$ cat config.mk
export PLATFORM = sky130hd
export DESIGN_NAME = led_strip_serializer
export DESIGN_NICKNAME = d
export VERILOG_FILES = /design/src/rtl/led_strip_serializer.sv
export SDC_FILE = /design/constraint.sdc
export NUM_CORES = 2
export LEC_CHECK = 0
export CELL_PAD_IN_SITES_DETAIL_PLACEMENT = 0
export CELL_PAD_IN_SITES_GLOBAL_PLACEMENT = 2
export CORE_MARGIN = 2
export CORE_UTILIZATION = 40
export CTS_CLUSTER_SIZE = 12
export DETAILED_ROUTE_END_ITERATION = 7
export DONT_BUFFER_PORTS = 1
export PLACE_DENSITY = 0.9
export SYNTH_ARGS = -nofsm -noshare
export SYNTH_HDL_FRONTEND = slang
export SYNTH_SLANG_ARGS = --single-unit
$ cat constraint.sdc
create_clock -name clk -period 5.1 [get_ports clk]
set_input_delay 0.51 -clock clk [delete_from_list [all_inputs] [get_ports clk]]
set_output_delay 0.51 -clock clk [all_outputs]
set_load 0.02 [all_outputs]
$ cat src/rtl/led_strip_serializer.sv
// WS2812-style strip serializer: accepts one RGB frame, scales it by brightness,
// reorders each pixel to GRB and drives the single-wire NRZ bitstream plus latch gap.
module led_strip_serializer #(
   parameter int NUM_LEDS     = 10,
   parameter int T0H          = 8,
   parameter int T1H          = 16,
   parameter int T_BIT        = 25,
   parameter int RESET_CYCLES = 1000
) (
   input  logic                  clk,
   input  logic                  rst,
   input  logic [NUM_LEDS*24-1:0] frame_in,
   input  logic [2:0]            brightness,
   input  logic                  frame_valid,
   output logic                  frame_ready,
   output logic                  led_dout,
   output logic                  busy,
   output logic                  frame_done
);

   localparam int NB = NUM_LEDS * 24;
   localparam int CW = $clog2(T_BIT + 1);
   localparam int LW = $clog2(NUM_LEDS + 1);
   localparam int RW = $clog2(RESET_CYCLES + 1);

   typedef enum logic [1:0] {
      IDLE  = 2'd0,
      LOAD  = 2'd1,
      SEND  = 2'd2,
      LATCH = 2'd3
   } state_t;

   state_t          state_r, state_s;
   logic [NB-1:0]   frame_r, shift_r, shift_s, scaled_s;
   logic [2:0]      bright_r;
   logic [CW-1:0]   cyc_cnt_r, cyc_cnt_s, high_s;
   logic [4:0]      bit_cnt_r, bit_cnt_s;
   logic [LW-1:0]   led_cnt_r, led_cnt_s;
   logic [RW-1:0]   latch_cnt_r, latch_cnt_s;
   logic            ready_s, busy_s, done_s, dout_s, accept_s;

   // c*(b+1) computed as c*b + c so the product stays inside 11 bits
   function automatic logic [7:0] scale(input logic [7:0] c, input logic [2:0] b);
      logic [10:0] p;
      p = ({3'd0, c} * {8'd0, b}) + {3'd0, c};
      return p[10:3];
   endfunction

   // Scaled frame in transmit order: pixel 0 at the top, each pixel as G,R,B
   always_comb begin
      scaled_s = '0;
      for (int i = 0; i < NUM_LEDS; i++) begin
         scaled_s[NB-1-24*i -: 24] = {scale(frame_r[24*i+8 +: 8], bright_r),
                                      scale(frame_r[24*i+16 +: 8], bright_r),
                                      scale(frame_r[24*i +: 8], bright_r)};
      end
   end

   // Next-state, counter and output decode
   always_comb begin
      state_s     = state_r;
      shift_s     = shift_r;
      cyc_cnt_s   = cyc_cnt_r;
      bit_cnt_s   = bit_cnt_r;
      led_cnt_s   = led_cnt_r;
      latch_cnt_s = latch_cnt_r;
      ready_s     = 1'b0;
      busy_s      = 1'b1;
      done_s      = 1'b0;
      dout_s      = 1'b0;
      accept_s    = 1'b0;
      high_s      = shift_r[NB-1] ? CW'(T1H) : CW'(T0H);
      case (state_r)
         IDLE: begin
            if (frame_valid && frame_ready) begin
               accept_s = 1'b1;
               state_s  = LOAD;
            end else begin
               ready_s = 1'b1;
               busy_s  = 1'b0;
            end
         end
         LOAD: begin
            shift_s   = scaled_s;
            cyc_cnt_s = '0;
            bit_cnt_s = '0;
            led_cnt_s = '0;
            dout_s    = 1'b1;
            state_s   = SEND;
         end
         SEND: begin
            if (cyc_cnt_r == CW'(T_BIT - 1)) begin
               cyc_cnt_s = '0;
               shift_s   = {shift_r[NB-2:0], 1'b0};
               dout_s    = 1'b1;
               if (bit_cnt_r == 5'd23) begin
                  bit_cnt_s = '0;
                  if (led_cnt_r == LW'(NUM_LEDS - 1)) begin
                     led_cnt_s   = '0;
                     latch_cnt_s = '0;
                     dout_s      = 1'b0;
                     state_s     = LATCH;
                  end else begin
                     led_cnt_s = led_cnt_r + LW'(1);
                  end
               end else begin
                  bit_cnt_s = bit_cnt_r + 5'd1;
               end
            end else begin
               cyc_cnt_s = cyc_cnt_r + CW'(1);
               dout_s    = (cyc_cnt_r + CW'(1)) < high_s;
            end
         end
         LATCH: begin
            if (latch_cnt_r == RW'(RESET_CYCLES - 1)) begin
               latch_cnt_s = '0;
               state_s     = IDLE;
               ready_s     = 1'b1;
               busy_s      = 1'b0;
               done_s      = 1'b1;
            end else begin
               latch_cnt_s = latch_cnt_r + RW'(1);
            end
         end
         default: begin
            state_s = IDLE;
            ready_s = 1'b1;
            busy_s  = 1'b0;
         end
      endcase
   end

   // State, counters and registered outputs
   always_ff @(posedge clk) begin
      if (rst) begin
         state_r     <= IDLE;
         shift_r     <= '0;
         cyc_cnt_r   <= '0;
         bit_cnt_r   <= '0;
         led_cnt_r   <= '0;
         latch_cnt_r <= '0;
         frame_ready <= 1'b1;
         busy        <= 1'b0;
         frame_done  <= 1'b0;
         led_dout    <= 1'b0;
      end else begin
         state_r     <= state_s;
         shift_r     <= shift_s;
         cyc_cnt_r   <= cyc_cnt_s;
         bit_cnt_r   <= bit_cnt_s;
         led_cnt_r   <= led_cnt_s;
         latch_cnt_r <= latch_cnt_s;
         frame_ready <= ready_s;
         busy        <= busy_s;
         frame_done  <= done_s;
         led_dout    <= dout_s;
      end
   end

   // Frame and brightness capture on accept
   always_ff @(posedge clk) begin
      if (rst) begin
         frame_r  <= '0;
         bright_r <= 3'd0;
      end else if (accept_s) begin
         frame_r  <= frame_in;
         bright_r <= brightness;
      end else begin
         frame_r  <= frame_r;
         bright_r <= bright_r;
      end
   end

endmodule

Yosys cells after proc, flatten, opt, wreduce, memory -nomap -nowiden:

Cells that the tools add are included.

* flip-flop bits (word level): 513
* input bits: 246

* $add $sub $neg: 34
* multiply operators: 30
* order comparisons: 1
* equality and inequality tests: 12
* muxes and demuxes: 34
* bitwise operators: 1
* reduce and logical (&&, ||, !) cells: 9

Operator list (count)
* $pmux W240 S2: 1
* $add A11 B8 Y11: 30
* $mul A8 B3 Y11: 30
* $mux W240: 1
* $mux W10: 4
* $mux W5: 4
* $pmux W10 S2: 1
* $pmux W5 S2: 2
* $mux W4: 3
* $add A10 B1 Y10 const B: 1
* $add A5 B1 Y5 const B: 2
* $eq A10 B10 Y1 const B: 1
* $eq A5 B5 Y1 const B: 2
* $mux W2: 5
* $ne A2 B2 Y1 const B: 5
* $mux W1: 8
* $pmux W2 S4: 1
* $pmux W4 S2: 1
* $pmux W1 S2: 3
* $lt A5 B5 Y1: 1
* $reduce_and A5 Y1: 1
* $add A4 B1 Y4 const B: 1
* $eq A2 B2 Y1 const B: 2
* $eq A4 B4 Y1 const B: 1
* 9 further kinds: 10

Depth between registers and ports, before layout:

* word-level depth: 5
* depth in mapped cells: 16
* gate-level depth less buffers: 12

Worst setup path after synthesis:

No wires, ideal clock.

* path kind: register to register
* from: register bright_r[0]
* to: register shift_r[7]
* setup time: 100 ps
* arrival: 3966 ps
* data required time: 5000 ps
* slack: 1034 ps
* stages on the path, launching flop included: 16
* buffers on the path: 4
* clock period less this slack: 4066 ps
* cell sequence: dfxtp_1 -> buf_4 -> buf_2 -> clkbuf_1 -> buf_1 -> nand2_1 -> fa_1 -> inv_1 -> fa_1 -> ha_1 -> nand4_4 -> a2111oi_2 -> a311o_2 -> a211oi_1 -> a41o_1 -> a2111oi_4

* word-level cells in the longest chain between the ends: 3

RTL lines
* start: declaration: RTL line 35 `logic [2:0] bright_r;`
* start signal: assignment: RTL line 167 `bright_r <= brightness;`
* start signal: assignment: RTL line 170 `bright_r <= bright_r;`
* $mul A8 B3 Y11: RTL line 45 `p = ({3'd0, c} * {8'd0, b}) + {3'd0, c};`
* $add A11 B8 Y11: RTL line 45
* $pmux W240 S2: RTL line 73 `case (state_r)`
* end signal: assignment: RTL line 148 `shift_r <= shift_s;`
* end: declaration: RTL line 34 `logic [NB-1:0] frame_r, shift_r, shift_s, scaled_s;`

No other way between the ends.
A chain may end at the register's enable or synchronous reset.

Final worst setup path:

* from: register bright_r[2]
* to: register shift_r[110]

The elaborated chain is that of the path after synthesis.

==> results.toml <==
[critical_path]
cp_max_fo = 49
critical_path_class = "reg2reg"
cp_data_required_time_ns = 5.63
end_kind = "flip-flop"
worstReg2RegEnd = "shift_r[110]"
worstSetupEndpoint = "shift_r[110]"
cp.arrival_ns = 4.70
critPathLaunch = "bright_r[2]"
reg2reg_from = "bright_r[2]"
reg2reg_depth = 12
startpoint_type = "flip-flop"
reg2reg_slack_ns = 0.94

[timing]
finalHoldViolCount = 0
setup_tns_ns = 0
fin_crit_sh_pct = 81.6
rsz0062_at_grt = "false"
clock_skew_ns = 0.0212
tightest_slew_ns = 1.10
relSlewSlack_pct = 26.9
finalMaxSlewViolations = 0
clock.fmax_mhz = 240
period_needed_ns = 4.16
setup_viol = 0

[cells_and_area]
antenna_cells = 0
nets = 6602
design_area_um2 = 50500
drive_gt1_share_pct = 3.68
fillers = 11000
area_delta_synth_final_pct = 12.6

[placement]
postPlaceCellArea_um2 = 46000
dp_hpwl_um = 72100
io_buffer_count = 0
place.gp.congestion = 0.766

[power_and_ir_drop]
finalPower_mw = 17.6
p_int_mw = 10.4
power_density_nw_per_um2 = 349
p_leak_nw = 23.2
power_frac_comb_pct = 37.1
peakVddDrop_mv = 0.328
clkPwrFrac_pct = 28.0
netSwitchingFraction_pct = 40.7
p_switching_mw = 7.17
power_frac_seq_pct = 34.9

[drt]
drt-vias-per-instance = 5.05
wl_um = 107000
drt_iter0_markers = 1462
postRouteAntennaNets = 0
vias = 36000
drc = 0
drt-pass1-iter-count = 5
wire_per_inst_um = 15.0

[floorplanning]
ioPinCount = 250
dieArea_um2 = 115000
die_w_um = 339
rows = 122
core_area_um2 = 111000
die_h_um = 339
initial_core_util_pct = 40.4

[flow_run]
max-cap-violations = 0

[clock_tree]
cts_buffers = 69
cts-root-buf = "clkbuf_16"
cts_tree = "done"
clkTransAtPathRegs_ns = 0.06
cts_resized = 0
holdBufCountCts = 218
clock_latency_ns = 0.64
postCtsSetupBuffers = 0
clock-sinks = 513
cts_buffer_depth = 3
htree_levels = 3

[outcome]
status = "finished, final reports clean"

[synthesis]
synthArstFlopShare_pct = 0
syn_area_um2 = 44900
ys_warn_count = 0
synth_edf_count = 0
synth-seq-cells = 513
yosysSeqAreaShare_pct = 22.9
syn_nets = 6579
synth.avg_cell_area_um2 = 8.05
netlist_instances = 5571
synthFlopType = "dfxtp_1"
ys_types = 79

[global_routing]
antenna_found_initial = 0
grt_pass1_wl_um = 183000
grt_overflow = 0
grt_pass1_vias = 36700
grt_start_max_net_pins = 420
grt.total_usage_pct = 18.9

[hold_path]
worstHoldPathType = "in2reg"
-- how the worst min path moves through the flow --
| stage | from | to | slack [ns] | cells past startpoint |
|---|---|---|---|---|
| floorplan | shift_r[100] | shift_r[100] | 0.44 | 2 |
| global placement | shift_r[188] | shift_r[188] | 0.45 | 2 |
| detailed placement | shift_r[100] | shift_r[100] | 0.46 | 2 |
| CTS | frame_in[21] | frame_r[21] | 0.0002 | 2 |
| global route | frame_in[169] | frame_r[169] | 0.01 | 2 |
| finish | frame_in[96] | frame_r[96] | 0.04 | 2 |
-- synthesized netlist by cell type (7+ instances only) --
library cell | count | share of area, %
a2111oi_2 | 9 | 0.30
a211oi_1 | 100 | 1.7
a211oi_2 | 16 | 0.45
a21o_1 | 47 | 0.79
a21oi_1 | 380 | 4.2
a221oi_1 | 63 | 1.2
a31oi_1 | 38 | 0.53
a41o_1 | 8 | 0.18
and2_1 | 601 | 8.4
and3_1 | 22 | 0.31
buf_1 | 32 | 0.27
buf_2 | 14 | 0.16
clkbuf_1 | 249 | 2.1
dfxtp_1 | 513 | 23
fa_1 | 360 | 16
ha_1 | 402 | 11
inv_1 | 788 | 6.6
mux2i_1 | 9 | 0.20
nand2_1 | 810 | 6.8
nand2b_1 | 28 | 0.39
nand3_1 | 62 | 0.69
nand4_1 | 21 | 0.29
nor2_1 | 212 | 1.8
nor3_1 | 148 | 1.7
nor4_1 | 14 | 0.20
o211a_1 | 18 | 0.40
o211ai_1 | 30 | 0.50
o21a_1 | 32 | 0.54
o21ai_0 | 146 | 1.6
o21bai_1 | 43 | 0.72
o2bb2ai_1 | 14 | 0.27
or2_2 | 8 | 0.11
or3_1 | 21 | 0.29
or4_1 | 7 | 0.12
xnor2_1 | 140 | 2.7
xor2_1 | 67 | 1.3
-- cell families (layout without fill, tap and decap cells) --
group,after synthesis,in the layout,synth area share (%)
AND/OR/NAND/NOR,1981,1981,21.5
buffers and inverters,1088,1162,9.18
AO/OA/AOI/OAI,1010,1010,14.9
adder cells (fa/ha/maj),762,762,27.3
flip-flops,513,513,22.9
XOR/XNOR,207,207,4.04
multiplexers,10,10,0.226
-- per-stage QoR --
step	setup WS [ns]	std cells	utilization [%]	hold slack [ns]
floorplan	1.03	5571	-	0.442
global route	0.615	7133	45.5	0.0133
global placement	0.996	6793	41.5	0.452
CTS	0.908	7133	45.5	0.000247
finish	0.936	7133	45.5	0.0387
detailed placement	0.926	6793	41.5	0.458
-- flip-flops by register name, indices dropped and copies added, names as in the netlist --
name / count
bright_r: 3
shift_r: 240
state_r: 2
bit_cnt_r: 5
frame_ready: 1
busy: 1
frame_done: 1
led_cnt_r: 4
led_dout: 1
frame_r: 240
cyc_cnt_r: 5
latch_cnt_r: 10
-- power groups by stage --
| stage | Clock, mW | Combinational [mW] | Sequential [mW] |
|---|---|---|---|
| 6_report | 4.93 | 6.53 | 6.15 |
| 5_1_grt | 5.24 | 7.51 | 6.32 |
| 4_1_cts | 5.09 | 6.64 | 6.16 |
| 3_5_place_dp | 0 | 6.47 | 6.24 |
| 3_3_place_gp | 0 | 6.35 | 6.22 |
| 2_1_floorplan | 0 | 5.10 | 5.76 |
-- critical path: stages (launching register included) --
cell      delay [ns]
dfxtp_4         0.73
buf_4           0.51
nand2_1         0.13
fa_1            0.50
inv_1           0.05
fa_1            0.44
ha_1            0.28
a41oi_1         0.18
nand4b_1        0.30
a31o_2          0.29
o21ba_2         0.22
xor2_1          0.14
a221oi_1        0.24
-- layout make-up --
class,instances,area [µm²],share of cell area [%]
clock buffers,103,2070,4.10
inverters,790,2970,5.88
multi-input cells,3970,30500,60.5
flip-flops and latches,513,10300,20.4
repair buffers,250,2580,5.10
well taps,1488,1860,3.69
clock inverters,19,204,0.404
-- metal layers --
metal  up-vias  wire length, µm  global-route usage, %
met5         -                0                      0
met4         0             2260                   4.69
met3       122             2870                   2.34
met2       396            51100                   32.8
met1     17400            50700                   24.9
li1      18100                -                      -
-- placed cells by master (no fill, tap or decap), types with 146 or more instances in the layout --
cell type / n
dfxtp_1: 510
a21oi_1: 380
nor2_1: 211
o21ai_0: 146
nand2_1: 810
fa_1: 360
nor3_1: 148
dlygate4sd3_1: 217
ha_1: 401
inv_1: 788
and2_1: 601
Power figures use the tool's default switching activity.
